$ cat config.mk
export PLATFORM = sky130hd
export DESIGN_NAME = mem_byte_bridge
export DESIGN_NICKNAME = d
export VERILOG_FILES = /design/src/rtl/mem_byte_bridge.sv
export SDC_FILE = /design/constraint.sdc
export NUM_CORES = 1
export LEC_CHECK = 0
export ABC_AREA = 1
export ABC_CLOCK_PERIOD_IN_PS = 2700
export BUFFER_PORTS_ARGS = -buffer_cell sky130_fd_sc_hd__clkbuf_2
export CAP_MARGIN = 20
export CORE_MARGIN = 2
export CORE_UTILIZATION = 45
export CTS_BUF_LIST = sky130_fd_sc_hd__clkbuf_8
export CTS_CLUSTER_DIAMETER = 60
export DETAILED_ROUTE_END_ITERATION = 12
export PLACE_DENSITY = 0.71
export SYNTH_ARGS = -nofsm -noshare
export SYNTH_HDL_FRONTEND = slang
export SYNTH_SLANG_ARGS = --single-unit
$ cat constraint.sdc
create_clock -name clk -period 2.7 [get_ports clk]
set_clock_uncertainty 0.1 [all_clocks]
set_input_delay 0.54 -clock clk [delete_from_list [all_inputs] [get_ports clk]]
set_output_delay 0.54 -clock clk [all_outputs]
set_load 0.01 [all_outputs]
$ cat src/rtl/mem_byte_bridge.sv
// Word-to-byte memory bridge between the LC-3b control/datapath and an
// 8-bit physical memory port, with per-byte watchdog and sticky bus error.
module mem_byte_bridge #(
    parameter int TIMEOUT = 255
) (
    input  logic        clk,
    input  logic        rst_n,
    input  logic        mem_read,
    input  logic        mem_write,
    input  logic [1:0]  mem_byte_enable,
    input  logic [15:0] mem_address,
    input  logic [15:0] mem_wdata,
    output logic [15:0] mem_rdata,
    output logic        mem_resp,
    output logic [15:0] pmem_address,
    output logic        pmem_read,
    output logic        pmem_write,
    output logic [7:0]  pmem_wdata,
    input  logic [7:0]  pmem_rdata,
    input  logic        pmem_resp,
    output logic        bus_error
);

    typedef enum logic [1:0] {IDLE, LO, HI, DONE} state_t;

    localparam logic [15:0] LIMIT = TIMEOUT[15:0];

    state_t      state;
    logic [15:0] addr;
    logic [15:0] wdata;
    logic [15:0] rbuf;
    logic [15:0] rbuf_next;
    logic [15:0] cnt;
    logic [1:0]  mask;
    logic [1:0]  req_mask;
    logic        is_write;
    logic        timeout_hit;
    logic        addr_unused;

    // Address bit 0 is meaningless for word requests.
    assign addr_unused = mem_address[0];

    // Reads always fetch both lanes; writes use the supplied lane mask.
    assign req_mask = mem_write ? mem_byte_enable : 2'b11;

    // A byte is abandoned when its wait reaches the limit with no response.
    assign timeout_hit = (LIMIT != 16'd0) && !pmem_resp
                       && (cnt == LIMIT - 16'd1);

    // Read buffer with the byte being returned this cycle merged in.
    always_comb begin
        rbuf_next = rbuf;
        if (pmem_resp && !is_write) begin
            if (state == LO)
                rbuf_next[7:0] = pmem_rdata;
            else if (state == HI)
                rbuf_next[15:8] = pmem_rdata;
        end
    end

    // Physical command outputs decoded from the current lane.
    always_comb begin
        pmem_read    = 1'b0;
        pmem_write   = 1'b0;
        pmem_address = 16'h0000;
        pmem_wdata   = 8'h00;
        unique case (state)
            LO: begin
                pmem_read    = !is_write;
                pmem_write   = is_write;
                pmem_address = addr;
                pmem_wdata   = wdata[7:0];
            end
            HI: begin
                pmem_read    = !is_write;
                pmem_write   = is_write;
                pmem_address = addr | 16'h0001;
                pmem_wdata   = wdata[15:8];
            end
            default: ;
        endcase
    end

    // Transaction sequencer, watchdog and registered responses.
    always_ff @(posedge clk or negedge rst_n) begin
        if (!rst_n) begin
            state     <= IDLE;
            addr      <= 16'h0000;
            wdata     <= 16'h0000;
            mask      <= 2'b00;
            is_write  <= 1'b0;
            rbuf      <= 16'h0000;
            cnt       <= 16'h0000;
            mem_rdata <= 16'h0000;
            mem_resp  <= 1'b0;
            bus_error <= 1'b0;
        end else begin
            mem_resp <= 1'b0;
            unique case (state)
                IDLE: begin
                    if (mem_write || mem_read) begin
                        is_write <= mem_write;
                        addr     <= {mem_address[15:1], 1'b0};
                        wdata    <= mem_wdata;
                        mask     <= req_mask;
                        rbuf     <= 16'h0000;
                        cnt      <= 16'h0000;
                        if (req_mask[0]) begin
                            state <= LO;
                        end else if (req_mask[1]) begin
                            state <= HI;
                        end else begin
                            state    <= DONE;
                            mem_resp <= 1'b1;
                        end
                    end
                end
                LO, HI: begin
                    rbuf <= rbuf_next;
                    if (pmem_resp && state == LO && mask[1]) begin
                        state <= HI;
                        cnt   <= 16'h0000;
                    end else if (pmem_resp || timeout_hit) begin
                        state    <= DONE;
                        mem_resp <= 1'b1;
                        if (!is_write)
                            mem_rdata <= rbuf_next;
                        if (!pmem_resp)
                            bus_error <= 1'b1;
                    end else begin
                        cnt <= cnt + 16'd1;
                    end
                end
                DONE: state <= IDLE;
                default: state <= IDLE;
            endcase
        end
    end

endmodule

==> flow_summary_export.csv, run 1 <==
group,metric,value,unit
run_status,status,"complete, no violations",
logic_synthesis,synth.area.mux_share,0,%
logic_synthesis,synthAdderAreaFrac,2.10,%
critical_path,endpoint_kind,"output pin",
power_and_ir_drop,p_total,5.36,mW
clocking,cts_tree,"yes",
detailed_routing,via_count,3697,
logic_synthesis,synth.distinct_cells,31,
clocking,clk_path_buf_depth,2,
clocking,cts-htree-levels,3,
finish,layout_commonest_cell,"nand2_1",
finish,fill_cells,887,
logic_synthesis,synthXorXnorAreaFrac,0.210,%
floorplanning,std_cell_rows,35,
sta,drv_slew,0,
finish,diodes,0,
floorplanning,dieArea,0.0100,mm²
floorplanning,initial_utilization,45.7,%
clocking,cts_buffers,9,
detailed_routing,post-route-drc-count,0,
finish,multi_input_area,0.00173,mm²
finish,area_delta_synth_final,19.2,%
critical_path,cp.arrival,1850,ps
clocking,cts.sink_count,85,
critical_path,crit_family,"buffers and inverters",
finish,most-common-layout-cells,"nand2_1, clkbuf_2, dfrtp_1",
placed_design,place_ws,92.7,ps
floorplanning,die_w,100,µm
clocking,path_clk_slew,90,ps
clocking,post_cts_buffers,0,
critical_path,cp-start-kind,"flip-flop",
logic_synthesis,synth-simple-area-share,27.2,%
global_route,grt-ovfl-total,0,
power_and_ir_drop,vdd_ir_drop_max,0.629,mV
floorplanning,fp.dieH,100,µm
placed_design,gp_congestion,0.829,
logic_synthesis,yosys_warnings,0,
floorplanning,ioPinCount,91,
floorplanning,coreArea,0.00911,mm²
global_route,grt.total_usage,19.6,%
clocking,post_cts_resized,2,
power_and_ir_drop,p_leak,2.63,nW
sta,hold_viol_final,0,
critical_path,crit_path_max_fanout,10,
global_route,antenna_found_initial,0,
logic_synthesis,synth-compound-area-share,11.6,%
sta,timing.fmax,402,MHz
global_route,grt_max_degree,51,
hold_path,holdCritPathClass,"in -> async",
logic_synthesis,synth_fp_nets,595,
clocking,clk_latency,350,ps
critical_path,worstPathRequired,2060,ps
sta,relSlewSlack,54.9,%
run,maxCapViolations,0,
sta,min_period,2490,ps
logic_synthesis,synth_top_family_by_area,"simple AND/OR/NAND/NOR gates",
detailed_routing,drt_first_pass_iters,4,
logic_synthesis,synthArstFlopShare,100,%
logic_synthesis,synth_cells,541,
logic_synthesis,synth-seq-cells,85,
sta,finalSetupViolCount,0,
power_and_ir_drop,power_density,1080,mW/mm²
sta,rsz0062_at_grt,"no",
logic_synthesis,synth_ff_type,"dfrtp_1",
critical_path,crit_buf_inv,3,
sta,period_share,92.2,%
detailed_routing,viasPerCell,4.97,
critical_path,path_cells,"inv_1 -> ha_2 -> clkinv_2 -> a21oi_1 -> clkbuf_2",
global_route,grt_pass1_vias,3520,
detailed_routing,drtIter0Drc,119,
critical_path,crit_type,"reg -> out",
finish,drive_gt1_share,20.1,%
detailed_routing,antenna_left,0,
critical_path,crit_path_max_incr_delay,430,ps
finish,register_area,0.00213,mm²
sta,finalWorstSetupSlack,212,ps
sta,tightest_slew,676,ps
clocking,cts_root_buf,"clkbuf_8",
sta,fin_tns_setup,0,ps
finish,nNetsFinal,682,
detailed_routing,drt_wl_total,9080,µm
logic_synthesis,ys_seq_area_share,51.1,%
clocking,hold_buffers,0,
logic_synthesis,synthesis.area,0.00417,mm²
placed_design,place_hpwl,6380,µm
detailed_routing,detail_route.wl_per_cell,12.2,µm
global_route,grt_pass1_wl,15900,µm
logic_synthesis,synth_edf_count,0,
logic_synthesis,syn_avg_cell_area,7.70,µm²
critical_path,cpMaxStageDelayCell,"ha_2",
placed_design,portBuffers,89,
[cell families (layout without fill, tap and decap cells)]
family | after synthesis | after routing
AND/OR/NAND/NOR | 278 | 278
AO/OA/AOI/OAI | 90 | 90
flip-flops | 85 | 85
buffers and inverters | 80 | 172
adder cells (fa/ha/maj) | 7 | 7
XOR/XNOR | 1 | 1
[area by class of cell]
type / count / share of cell area, %
flip-flops and latches: 85 / 42.8
clock inverters: 7 / 2.14
well taps: 111 / 2.80
multi-input cells: 376 / 34.9
clock buffers: 9 / 2.49
inverters: 61 / 4.64
repair buffers: 95 / 10.2
[cells in the mapped netlist (3+ instances only)]
cell	instances	area (µm²)
o21ai_1	24	120
ha_1	7	87.6
nand4_1	5	31.3
nor2_1	49	184
nand2_4	3	33.8
nand3_1	13	65.1
o22ai_1	17	106
a21oi_1	15	75.1
dfrtp_1	85	2130
buf_2	9	45.0
clkbuf_1	6	22.5
nor3_1	3	15.0
o21ai_0	30	150
inv_1	58	218
nand2_1	196	736
[registers in the layout, summed over array words and instances, names as in the netlist]
name and count:
state 2, wdata 16, mem_rdata 16, mem_resp 1, mask 1, is_write 1
cnt 16, bus_error 1, addr 15, rbuf 16
[where the power goes]
group | internal [mW] | switching, mW
Sequential | 1.72 | 0.212
Clock | 0.535 | 0.489
Combinational | 0.786 | 1.62
Total | 3.04 | 2.32
[through the flow]
step           hold slack, ps  utilization (%)  std cells  cell area, µm²
2_1_floorplan             144                -        541            4170
3_3_place_gp              364             51.7        728            4710
3_5_place_dp              366             51.7        728            4710
4_1_cts                  40.9             54.3        744            4950
5_1_grt                  54.9             54.5        744            4970
6_report                 38.2             54.5        744            4970
[layer usage]
metal	wire, µm	vias up	share of wire [%]	GRT usage (%)
met2	4150	117	46	32.7
met4	141	0	1.6	6.32
met5	0	-	0	0
met1	4200	1689	46	25.0
met3	591	15	6.5	5.15
li1	-	1876	-	-
[worst paths after layout]
path | endpoint | startpoint | cells after the start | slack (ps)
worst max-delay path | pmem_wdata[3] | state[1] | 5 | 210
worst min-delay path | addr[8] | rst_n | 1 | 40
worst max register to register | mem_rdata[5] | state[1] | 9 | 340
worst min register to register | wdata[12] | wdata[12] | 2 | 390
max in group asynchronous | cnt[8] | rst_n | 2 | 1830
min in group clk | wdata[13] | mem_wdata[13] | 3 | 270
No activity file was read; power rests on OpenSTA's default activity.
==> inputs of run 2 (changes only) <==
PLACE_DENSITY = 0.68   (was 0.71)
==> run 2 against run 1 <==
  * Clock-buffer cell count is 1 higher
  * Combinational power hardly changed
  * Flip-flop and latch count stayed put
  * Maximum frequency fell by 1.9%
  * Design area shrank 0.91%
  * Register-to-register slack better by 130 ps
==> flow_summary_export.csv, run 2 (same netlist as run 1, synthesis figures left out) <==
group,metric,value,unit
clocking,cts-htree-levels,3,
clocking,cts.sink_count,85,
critical_path,cp.arrival,1900,ps
sta,finalSetupViolCount,0,
clocking,cts_buffers,9,
power_and_ir_drop,power_density,1050,mW/mm²
global_route,grt_pass1_wl,16100,µm
critical_path,cpMaxStageDelayCell,"ha_2",
global_route,grt_max_degree,49,
power_and_ir_drop,p_leak,2.60,nW
floorplanning,die_w,100,µm
clocking,post_cts_buffers,0,
global_route,grt_pass1_vias,3507,
finish,diodes,0,
floorplanning,ioPinCount,91,
sta,rsz0062_at_grt,"no",
finish,nNetsFinal,683,
detailed_routing,antenna_left,0,
sta,fin_tns_setup,0,ps
clocking,cts_tree,"yes",
clocking,path_clk_slew,100,ps
detailed_routing,drt_wl_total,9220,µm
critical_path,endpoint_kind,"output pin",
run,maxCapViolations,0,
critical_path,crit_path_max_fanout,8,
placed_design,portBuffers,89,
sta,timing.fmax,394,MHz
clocking,clk_path_buf_depth,2,
floorplanning,dieArea,0.0100,mm²
critical_path,cp-startpoint,"state[1]",
run_status,status,"complete, no violations",
sta,period_share,93.9,%
floorplanning,coreArea,0.00911,mm²
sta,relSlewSlack,54.2,%
sta,min_period,2540,ps
clocking,hold_buffers,0,
floorplanning,std_cell_rows,35,
placed_design,place_hpwl,6430,µm
floorplanning,initial_utilization,45.7,%
finish,area_delta_synth_final,18.1,%
sta,hold_viol_final,0,
critical_path,regToRegStartpoint,"state[1]",
critical_path,crit_path_max_incr_delay,450,ps
detailed_routing,detail_route.wl_per_cell,12.4,µm
detailed_routing,drt_first_pass_iters,4,
hold_path,holdCritPathClass,"in -> async",
power_and_ir_drop,vdd_ir_drop_max,0.680,mV
floorplanning,fp.dieH,100,µm
finish,most-common-layout-cells,"nand2_1, clkbuf_2, dfrtp_1",
critical_path,cp-start-kind,"flip-flop",
sta,finalWorstSetupSlack,164,ps
global_route,grt-ovfl-total,0,
clocking,cts_root_buf,"clkbuf_8",
placed_design,gp_congestion,0.849,
global_route,grt.total_usage,19.9,%
finish,layout_commonest_cell,"nand2_1",
critical_path,crit_type,"reg -> out",
detailed_routing,viasPerCell,4.90,
placed_design,place_ws,242,ps
sta,tightest_slew,686,ps
global_route,antenna_found_initial,0,
clocking,clk_latency,360,ps
detailed_routing,post-route-drc-count,0,
detailed_routing,drtIter0Drc,146,
critical_path,path_cells,"inv_1 -> ha_2 -> clkinvlp_2 -> a21oi_1 -> clkbuf_2",
critical_path,worstPathRequired,2060,ps
sta,drv_slew,0,
detailed_routing,via_count,3651,
finish,drive_gt1_share,20.0,%
## run 2: cell count changes in the layout (fill, tap and decap cells not counted)
| cell | change |
|---|---|
| clkinvlp_2 | +1 |
| o21ai_2 | +1 |
| inv_8 | -1 |
| inv_6 | +1 |
| clkinvlp_4 | +1 |
| clkbuf_8 | +1 |
| inv_1 | +1 |
| o21ai_4 | -1 |
| bufinv_16 | -2 |
| clkinv_2 | -1 |
## run 2: timing repair
action	4_1_cts	5_1_grt
resized for setup	1	3
pin swaps	0	0
endpoints found under the setup margin	15	25
cloned	0	1
## run 2: worst paths after layout
| path | end | slack (ps) | cells past startpoint |
|---|---|---|---|
| min reg2reg | wdata[5] | 390 | 2 |
| max reg2reg | mem_rdata[3] | 470 | 7 |
| min | mem_rdata[14] | 80 | 1 |
| min in group clk | wdata[4] | 270 | 3 |
| max | pmem_wdata[4] | 160 | 5 |
| max in group asynchronous | cnt[6] | 1780 | 2 |
## run 2: metal layers
layer	global-route usage (%)	share of wire [%]	wire length [µm]
met4	5.90	1.2	107
met5	0	0	0
met3	4.25	5.7	528
met1	26.9	48	4380
met2	32.5	46	4200
## run 2: cell type report
class | count | area, µm²
timing repair inverter | 1 | 5.00
sequential | 85 | 2130
fill | 880 | 4190
clock inverter | 6 | 47.5
tap | 111 | 139
timing repair buffer | 95 | 505
inverter | 61 | 233
multi-input combinational | 376 | 1730
clock buffer | 10 | 138
## run 2: metrics by stage
stage	cell area [µm²]	hold slack, ps	utilization (%)	cells	total power, mW
CTS	4900	98.4	53.8	744	5.19
floorplan	4170	144	-	541	3.62
global route	4920	117	54.0	745	5.66
global placement	4710	360	51.7	728	4.25
detailed placement	4710	365	51.7	728	4.32
finish	4920	79.0	54.0	745	5.19
## run 2: worst max-delay path, delay by kind of cell, from the launching register on
family | cells | cell delay, ps
AO/OA/AOI/OAI | 1 | 190
buffers and inverters | 3 | 500
flip-flops | 1 | 410
adder cells (fa/ha/maj) | 1 | 450
## run 2: power breakdown
group / leakage (nW) / total (mW) / switching [mW] / internal (mW)
sequential: 1.11 / 1.92 / 0.205 / 1.72
combinational: 1.40 / 2.41 / 1.63 / 0.783
clock: 0.0922 / 0.855 / 0.487 / 0.368
total: 2.60 / 5.19 / 2.32 / 2.87
